--- config.mk ---
export PLATFORM = sky130hd
export DESIGN_NAME = lane_traffic_ctrl_flat
export DESIGN_NICKNAME = d
export VERILOG_FILES = /design/src/rtl/lane_traffic_ctrl_pkg.sv /design/src/rtl/lane_traffic_ctrl_if.sv /design/src/rtl/lane_traffic_ctrl_tick_prescaler.sv /design/src/rtl/lane_traffic_ctrl.sv /design/src/flat_wrapper.sv
export SDC_FILE = /design/constraint.sdc
export NUM_CORES = 1
export LEC_CHECK = 0
export CELL_PAD_IN_SITES_DETAIL_PLACEMENT = 1
export CELL_PAD_IN_SITES_GLOBAL_PLACEMENT = 2
export CORE_MARGIN = 2
export CORE_UTILIZATION = 43
export DETAILED_ROUTE_END_ITERATION = 6
export DONT_BUFFER_PORTS = 1
export PLACE_DENSITY = 0.91
export SKIP_CTS_REPAIR_TIMING = 1
export SYNTH_ARGS = -nofsm -noshare
export SYNTH_HDL_FRONTEND = slang
export SYNTH_HIERARCHICAL = 1
export SYNTH_SLANG_ARGS = --single-unit
--- constraint.sdc ---
create_clock -name i_Clk -period 6.2 [get_ports i_Clk]
set_input_delay 0.31 -clock i_Clk [delete_from_list [all_inputs] [get_ports i_Clk]]
set_output_delay 0.31 -clock i_Clk [all_outputs]
set_load 0.01 [all_outputs]
--- src/rtl/lane_traffic_ctrl_pkg.sv ---
// traffic_pkg: shared widths and constant helpers for the road-lane traffic generator.
package traffic_pkg;
    localparam int POS_W    = 5;
    localparam int PERIOD_W = 4;
    localparam int DIR_W    = 1;

    // Cars start evenly spread, staggered by one column per lane
    function automatic int init_x(int lane, int car, int max_x, int cars_per_lane);
        return (car * ((max_x + 1) / cars_per_lane) + lane) % (max_x + 1);
    endfunction

    function automatic int car_idx(int lane, int car, int cars_per_lane);
        return lane * cars_per_lane + car;
    endfunction

    function automatic int lane_of(int c, int cars_per_lane);
        return c / cars_per_lane;
    endfunction

    function automatic int car_of(int c, int cars_per_lane);
        return c % cars_per_lane;
    endfunction
endpackage

--- src/rtl/lane_traffic_ctrl_if.sv ---
// lane_traffic_ctrl_if: game-side controls in, flattened car positions and flags out.
interface lane_traffic_ctrl_if #(
    parameter int NUM_LANES     = 8,
    parameter int CARS_PER_LANE = 2,
    parameter int POS_W         = traffic_pkg::POS_W,
    parameter int LEVEL_W       = 3
);
    localparam int CAR_W = NUM_LANES * CARS_PER_LANE * POS_W;
    logic               i_Enable;
    logic [LEVEL_W-1:0] i_Level;
    logic [POS_W-1:0]   i_Frog_X;
    logic [POS_W-1:0]   i_Frog_Y;
    logic [CAR_W-1:0]   o_Car_X;
    logic [CAR_W-1:0]   o_Car_Y;
    logic               o_Step;
    logic               o_Hit;

    modport master (
        output i_Enable, i_Level, i_Frog_X, i_Frog_Y,
        input  o_Car_X, o_Car_Y, o_Step, o_Hit
    );
    modport slave (
        input  i_Enable, i_Level, i_Frog_X, i_Frog_Y,
        output o_Car_X, o_Car_Y, o_Step, o_Hit
    );
endinterface

--- src/rtl/lane_traffic_ctrl_tick_prescaler.sv ---
// tick_prescaler: free-running 0..COUNT-1 counter that pauses with i_Enable and pulses o_Tick on wrap.
module tick_prescaler #(
    parameter int COUNT = 700000,
    parameter int WIDTH = 21
) (
    input  logic i_Clk,
    input  logic i_Reset,
    input  logic i_Enable,
    output logic o_Tick
);
    logic [WIDTH-1:0] count_q, count_d;

    assign o_Tick = i_Enable && count_q == WIDTH'(COUNT - 1);

    always_comb begin
        count_d = !i_Enable ? count_q : o_Tick ? '0 : count_q + 1'b1;
    end

    always_ff @(posedge i_Clk or posedge i_Reset) begin
        if (i_Reset) count_q <= '0;
        else         count_q <= count_d;
    end
endmodule

--- src/rtl/lane_traffic_ctrl.sv ---
// lane_traffic_ctrl: per-lane car movement with level-scaled periods, step pulse and registered frog hit.
module lane_traffic_ctrl import traffic_pkg::*; #(
    parameter int                            NUM_LANES     = 8,
    parameter int                            CARS_PER_LANE = 2,
    parameter int                            POS_W         = 5,
    parameter int                            c_MAX_X       = 19,
    parameter int                            c_LANE_Y0     = 1,
    parameter int                            c_TICK_COUNT  = 700000,
    parameter int                            TICK_W        = 21,
    parameter logic [NUM_LANES*PERIOD_W-1:0] c_LANE_PERIOD = {NUM_LANES{4'd1}},
    parameter logic [NUM_LANES*DIR_W-1:0]    c_LANE_DIR    = 8'b10101010,
    parameter int                            LEVEL_W       = 3
) (
    input logic                i_Clk,
    input logic                i_Reset,
    lane_traffic_ctrl_if.slave bus
);
    localparam int               NUM_CARS = NUM_LANES * CARS_PER_LANE;
    localparam int               CW       = (LEVEL_W > PERIOD_W ? LEVEL_W : PERIOD_W) + 1;
    localparam logic [POS_W-1:0] MAX_X    = POS_W'(c_MAX_X);

    logic                 tick;
    logic [CW-1:0]        lvl;
    logic [NUM_LANES-1:0] lane_step;
    logic [NUM_CARS-1:0]  car_hit;
    logic [PERIOD_W-1:0]  cnt_q [NUM_LANES];
    logic [PERIOD_W-1:0]  cnt_d [NUM_LANES];
    logic [POS_W-1:0]     x_q [NUM_CARS];
    logic [POS_W-1:0]     x_d [NUM_CARS];
    logic                 step_q, hit_q;

    tick_prescaler #(.COUNT(c_TICK_COUNT), .WIDTH(TICK_W)) u_prescaler (
        .i_Clk    (i_Clk),
        .i_Reset  (i_Reset),
        .i_Enable (bus.i_Enable),
        .o_Tick   (tick)
    );

    assign lvl        = CW'(bus.i_Level);
    assign bus.o_Step = step_q;
    assign bus.o_Hit  = hit_q;

    for (genvar l = 0; l < NUM_LANES; l++) begin : g_lane
        localparam logic [CW-1:0]    PER = CW'(c_LANE_PERIOD[l*PERIOD_W +: PERIOD_W]);
        localparam logic [POS_W-1:0] Y   = POS_W'(c_LANE_Y0 + l);
        logic [CW-1:0] eff;
        // A zero period freezes the lane; otherwise level shortens it down to one tick
        assign eff          = PER > lvl ? PER - lvl : CW'(1);
        assign lane_step[l] = tick && PER != '0 && CW'(cnt_q[l]) + CW'(1) >= eff;
        assign cnt_d[l]     = lane_step[l] ? '0 : (tick && PER != '0) ? cnt_q[l] + 1'b1 : cnt_q[l];
        for (genvar k = 0; k < CARS_PER_LANE; k++) begin : g_car
            localparam int C = car_idx(l, k, CARS_PER_LANE);
            assign x_d[C] = !lane_step[l] ? x_q[C] :
                            c_LANE_DIR[l] ? (x_q[C] == MAX_X ? '0 : x_q[C] + 1'b1) :
                                            (x_q[C] == '0 ? MAX_X : x_q[C] - 1'b1);
            assign car_hit[C]                    = x_q[C] == bus.i_Frog_X && Y == bus.i_Frog_Y;
            assign bus.o_Car_X[C*POS_W +: POS_W] = x_q[C];
            assign bus.o_Car_Y[C*POS_W +: POS_W] = Y;
        end
    end

    always_ff @(posedge i_Clk or posedge i_Reset) begin
        if (i_Reset) begin
            for (int l = 0; l < NUM_LANES; l++) cnt_q[l] <= '0;
            for (int c = 0; c < NUM_CARS; c++)
                x_q[c] <= POS_W'(init_x(lane_of(c, CARS_PER_LANE), car_of(c, CARS_PER_LANE), c_MAX_X, CARS_PER_LANE));
            step_q <= 1'b0;
            hit_q  <= 1'b0;
        end else begin
            cnt_q  <= cnt_d;
            x_q    <= x_d;
            step_q <= |lane_step;
            hit_q  <= |car_hit;
        end
    end
endmodule
--- src/flat_wrapper.sv ---
// flat-port wrapper written by rule: the top's interface ports become plain ports
module lane_traffic_ctrl_flat import traffic_pkg::*;
#(
    parameter int                            NUM_LANES     = 8,
    parameter int                            CARS_PER_LANE = 2,
    parameter int                            POS_W         = 5,
    parameter int                            c_MAX_X       = 19,
    parameter int                            c_LANE_Y0     = 1,
    parameter int                            c_TICK_COUNT  = 700000,
    parameter int                            TICK_W        = 21,
    parameter logic [NUM_LANES*PERIOD_W-1:0] c_LANE_PERIOD = {NUM_LANES{4'd1}},
    parameter logic [NUM_LANES*DIR_W-1:0]    c_LANE_DIR    = 8'b10101010,
    parameter int                            LEVEL_W       = 3
)
  (i_Clk, i_Reset, bus_i_Enable, bus_i_Level, bus_i_Frog_X, bus_i_Frog_Y, bus_o_Car_X, bus_o_Car_Y, bus_o_Step, bus_o_Hit);
  lane_traffic_ctrl_if #(.NUM_LANES(NUM_LANES), .CARS_PER_LANE(CARS_PER_LANE), .POS_W(POS_W), .LEVEL_W(LEVEL_W)) bus_i ();
  input logic i_Clk;
  input logic i_Reset;
  input wire logic [$bits(bus_i.i_Enable)-1:0] bus_i_Enable;
  input wire logic [$bits(bus_i.i_Level)-1:0] bus_i_Level;
  input wire logic [$bits(bus_i.i_Frog_X)-1:0] bus_i_Frog_X;
  input wire logic [$bits(bus_i.i_Frog_Y)-1:0] bus_i_Frog_Y;
  output wire logic [$bits(bus_i.o_Car_X)-1:0] bus_o_Car_X;
  output wire logic [$bits(bus_i.o_Car_Y)-1:0] bus_o_Car_Y;
  output wire logic [$bits(bus_i.o_Step)-1:0] bus_o_Step;
  output wire logic [$bits(bus_i.o_Hit)-1:0] bus_o_Hit;
  assign bus_i.i_Enable = bus_i_Enable;
  assign bus_i.i_Level = bus_i_Level;
  assign bus_i.i_Frog_X = bus_i_Frog_X;
  assign bus_i.i_Frog_Y = bus_i_Frog_Y;
  assign bus_o_Car_X = bus_i.o_Car_X;
  assign bus_o_Car_Y = bus_i.o_Car_Y;
  assign bus_o_Step = bus_i.o_Step;
  assign bus_o_Hit = bus_i.o_Hit;
  lane_traffic_ctrl #(.NUM_LANES(NUM_LANES), .CARS_PER_LANE(CARS_PER_LANE), .POS_W(POS_W), .c_MAX_X(c_MAX_X), .c_LANE_Y0(c_LANE_Y0), .c_TICK_COUNT(c_TICK_COUNT), .TICK_W(TICK_W), .c_LANE_PERIOD(c_LANE_PERIOD), .c_LANE_DIR(c_LANE_DIR), .LEVEL_W(LEVEL_W)) u_core (.i_Clk(i_Clk), .i_Reset(i_Reset), .bus(bus_i));
endmodule
==> out/results.md <==
| Metric | Value | Unit |
|---|---|---|
| Outcome | finished, final reports clean | - |
| Post-synthesis cell type with the largest combined area | sky130_fd_sc_hd__dfrtp_1 | - |
| Global router's overall resource usage | 19.94 | % |
| DR WL/cell | 17.64 | microns |
| FF-to-FF Start | u_core/u_prescaler/count_q[12]$_DFFE_PP0P_ | - |
| Nets@finish | 1006 | - |
| Die area | 0.02209 | sq mm |
| Placed cell count | 1202 | - |
| Routed vias | 6682 | - |
| Post-synthesis cell type count | 77 | - |
| Initial core utilization | 44.18 | % |
| Root buffer cell | sky130_fd_sc_hd__clkbuf_16 | - |
| Biggest fanout along the worst timing path | 50 | - |
| Initial antenna violation count | 0 | - |
| GP Congestion | 0.7731 | - |
| Fin Setup TNS | 0 | ns |
| Die Height | 148.6 | microns |
| Multi-input gate area in the final layout | 0.004866 | sq mm |
| Time the final worst path needs with I/O delays and setup | 3.074 | ns |
| Most used flip-flop cell after synthesis | sky130_fd_sc_hd__dfrtp_1 | - |
| Pin count of the biggest net entering global routing | 59 | - |
| Cell count after synthesis | 962 | - |
| Antenna-violating nets left | 0 | - |
| Startpoint-to-endpoint class of the critical path | flip-flop to flip-flop | - |
| # clock sinks | 135 | - |
| Routed WL | 21800 | microns |
| Post-synth ARST share | 100.0 | % |
| Synth top area cells | sky130_fd_sc_hd__dfrtp_1 (29%), sky130_fd_sc_hd__dfstp_2 (9.3%), sky130_fd_sc_hd__xnor2_1 (6.9%) | - |
| Cell Area, Placed | 0.008902 | sq mm |
| Fmax | 325.3 | MHz |
| Number of setup violations in the final report | 0 | - |
| Cell Pwr Density | 218.1 | mW/mm^2 |
| Fillers | 2328 | - |
| TritonCTS clock tree | done | - |
| Initial detailed-routing violation count | 212 | - |
| Number of enable-type register cells in the synthesized netlist | 0 | - |
| Reg2Reg Depth | 7 | - |
| R2r endpoint | u_core/bus.o_Car_X[30]$_DFFE_PP1P_ | - |
| Worst setup path startpoint | u_core/u_prescaler/count_q[12]$_DFFE_PP0P_ | - |
| FF-to-FF setup slack | 3.13 | ns |
| Arrival @ worst endpoint | 3.45 | ns |
| Slew at the pin closest to its max-slew limit | 1.012 | ns |
| Via count of the first global-routing pass | 6771 | - |
| Nature of the critical path startpoint | flip-flop | - |
| Latest clock arrival within the worst-skew pair | 0.43 | ns |
| Class of the worst hold path | input port to flip-flop | - |
| Total chip power | 2.073 | mW |
| Total half-perimeter wirelength after legalization and detailed placement | 15110 | microns |
| Total of max-cap violations | 0 | - |
| Pins over their slew limit | 0 | - |
| Via count normalized by instance count | 5.406 | - |
| Post-Route Skew | 0.01249 | ns |
| Post-route insts no fill | 1236 | - |
| Part of the Yosys area used for sequential elements | 38.00 | % |
| Share of Yosys cell area claimed by the top area cell type | 28.65 | % |
| Synth Cell Area | 0.008996 | sq mm |
| Fin crit share | 49.59 | % |
| H-Tree Depth | 4 | - |
| Commonest non-fill, non-tap cell in the layout | sky130_fd_sc_hd__dfrtp_1 | - |
| DRC Markers | 0 | - |
| Clock slew at the register clock pins of the worst setup and hold paths | 0.06 | ns |
| First-pass detailed-route iteration total | 4 | - |
| Total inserted antenna cells | 0 | - |
| Unrepaired setup endpoints after global routing | false | - |
| Kind of capture point of the worst setup path | flip-flop | - |
| Bufs on Longest Clock Path | 2 | - |
| # rows | 52 | - |
| Number of buffer cells added on primary ports | 0 | - |
| Core footprint | 0.02036 | sq mm |
| Ratio of cells with drive above 1 in the final layout | 11.08 | % |
| End point of the critical path | u_core/bus.o_Car_X[30]$_DFFE_PP1P_ | - |
| Number of buffers created by CTS | 17 | - |
| Global-route wire length before repair | 35180 | microns |
| Final Hold Viols | 0 | - |
| Crit path required time | 6.57 | ns |
| Register cell area after layout | 0.003418 | sq mm |
| Count of state elements after synthesis | 135 | - |
| Maximum vdd drop | 0.1867 | mV |
| Commonest non-fill, non-tap cells in the layout | sky130_fd_sc_hd__dfrtp_1 (103), sky130_fd_sc_hd__conb_1 (82), sky130_fd_sc_hd__xnor2_1 (71), sky130_fd_sc_hd__inv_1 (68), sky130_fd_sc_hd__nand2_1 (65) | - |
| Relative max-transition margin | 32.14 | % |
| P_leak | 4.226 | nW |
| Average instance area after synthesis | 9.351 | sq um |
| Width of the die | 148.6 | microns |
| Top Ports | 178 | - |
| Final instance area | 0.009507 | sq mm |
| Total gr overflow | 0 | - |
| Warnings from Yosys | 6 | - |
| Area added between synthesis and finish | 5.675 | % |
-- worst min path at each step --
stage                                                 to          from  slack, ns  cells after the start
3_5_place_dp                u_core/cnt_q[27]$_DFFE_PP0P_       i_Reset       0.37                      1
2_1_floorplan  u_core/u_prescaler/count_q[0]$_DFFE_PP0P_       i_Reset       0.29                      1
6_report       u_core/u_prescaler/count_q[1]$_DFFE_PP0P_  bus_i_Enable       0.03                      2
3_3_place_gp                u_core/cnt_q[27]$_DFFE_PP0P_       i_Reset       0.38                      1
5_1_grt        u_core/u_prescaler/count_q[1]$_DFFE_PP0P_  bus_i_Enable      0.007                      2
4_1_cts                     u_core/cnt_q[27]$_DFFE_PP0P_       i_Reset      -0.09                      1
-- synthesized netlist by cell type, types with 3 or more instances --
cell type	n
sky130_fd_sc_hd__or3_1	5
sky130_fd_sc_hd__buf_2	13
sky130_fd_sc_hd__dfrtp_1	103
sky130_fd_sc_hd__o22ai_1	11
sky130_fd_sc_hd__o31ai_1	5
sky130_fd_sc_hd__o221ai_1	3
sky130_fd_sc_hd__nand4_1	12
sky130_fd_sc_hd__a211o_1	3
sky130_fd_sc_hd__mux2i_1	10
sky130_fd_sc_hd__a31oi_1	14
sky130_fd_sc_hd__a311oi_1	4
sky130_fd_sc_hd__nor4_1	15
sky130_fd_sc_hd__nor2_1	41
sky130_fd_sc_hd__and2_1	4
sky130_fd_sc_hd__o2111ai_1	7
sky130_fd_sc_hd__nor4b_1	3
sky130_fd_sc_hd__nor3b_1	3
sky130_fd_sc_hd__a21o_1	7
sky130_fd_sc_hd__nand2b_1	18
sky130_fd_sc_hd__nor2b_1	25
sky130_fd_sc_hd__o41ai_1	5
sky130_fd_sc_hd__and3_1	3
sky130_fd_sc_hd__clkbuf_1	12
sky130_fd_sc_hd__ha_1	37
sky130_fd_sc_hd__nand3b_1	3
sky130_fd_sc_hd__xor2_1	46
sky130_fd_sc_hd__mux2_1	4
sky130_fd_sc_hd__inv_1	69
sky130_fd_sc_hd__o2bb2ai_1	5
sky130_fd_sc_hd__mux2_2	21
sky130_fd_sc_hd__nand2_1	65
sky130_fd_sc_hd__nand3_1	49
sky130_fd_sc_hd__nor4_2	6
sky130_fd_sc_hd__o21ai_0	41
sky130_fd_sc_hd__dfstp_2	32
sky130_fd_sc_hd__a21oi_1	23
sky130_fd_sc_hd__buf_1	3
sky130_fd_sc_hd__buf_4	81
sky130_fd_sc_hd__o21ai_1	8
sky130_fd_sc_hd__nor3_1	24
sky130_fd_sc_hd__xnor2_1	71
-- per-layer routing --
metal	GRT usage, %	vias up	routed length, microns
met1	25.16	3333	9681
met3	5.491	19	1165
met5	0	-	0
met4	5.476	0	282
met2	33.73	146	10670
li1	-	3184	-
-- flip-flops by register name, indices dropped and copies added (netlist names) --
register / cells
u_core/bus.o_Car_X: 80
u_core/cnt_q: 32
u_core/u_prescaler/count_q: 21
u_core/bus.o_Hit: 1
u_core/bus.o_Step: 1
-- worst max-delay path: stages, from the launching register on --
cell,delay (ns)
sky130_fd_sc_hd__dfrtp_1,0.45
sky130_fd_sc_hd__nor4b_1,0.35
sky130_fd_sc_hd__nand3_1,0.19
sky130_fd_sc_hd__nor2_4,0.68
sky130_fd_sc_hd__buf_4,0.58
sky130_fd_sc_hd__nand2_1,0.31
sky130_fd_sc_hd__a311oi_1,0.33
sky130_fd_sc_hd__a21o_1,0.12
-- cells by family after synthesis --
group,share of synthesized area [%]
buffers and inverters,11.33
multiplexers,4.242
AO/OA/AOI/OAI,12.31
flip-flops,38.00
AND/OR/NAND/NOR,17.50
XOR/XNOR,11.39
other,0.08348
adder cells (fa/ha/maj),5.146
-- per-stage QoR --
step                hold WS [ns]  utilization [%]  worst slack [ns]
finish                   0.03081            46.68             3.126
CTS                     -0.08651            46.58             3.101
global placement          0.3764            43.71             3.052
detailed placement        0.3737            43.71             2.980
floorplan                 0.2865                -             2.927
global route            0.006536            46.68             2.798
-- area by class of cell --
cell class	instances	share of cell area, %
multi-input cells	725	51.18
flip-flops and latches	135	35.96
clock buffers	22	4.778
well taps	270	3.554
inverters	70	2.790
clock inverters	10	1.369
repair buffers	4	0.3685
-- power breakdown --
part	internal, mW	switching (mW)
clock	0.639	0.393
sequential	0.899	0.0243
combinational	0.0411	0.0756
total	1.58	0.493
(Power assumes the default switching activity.)
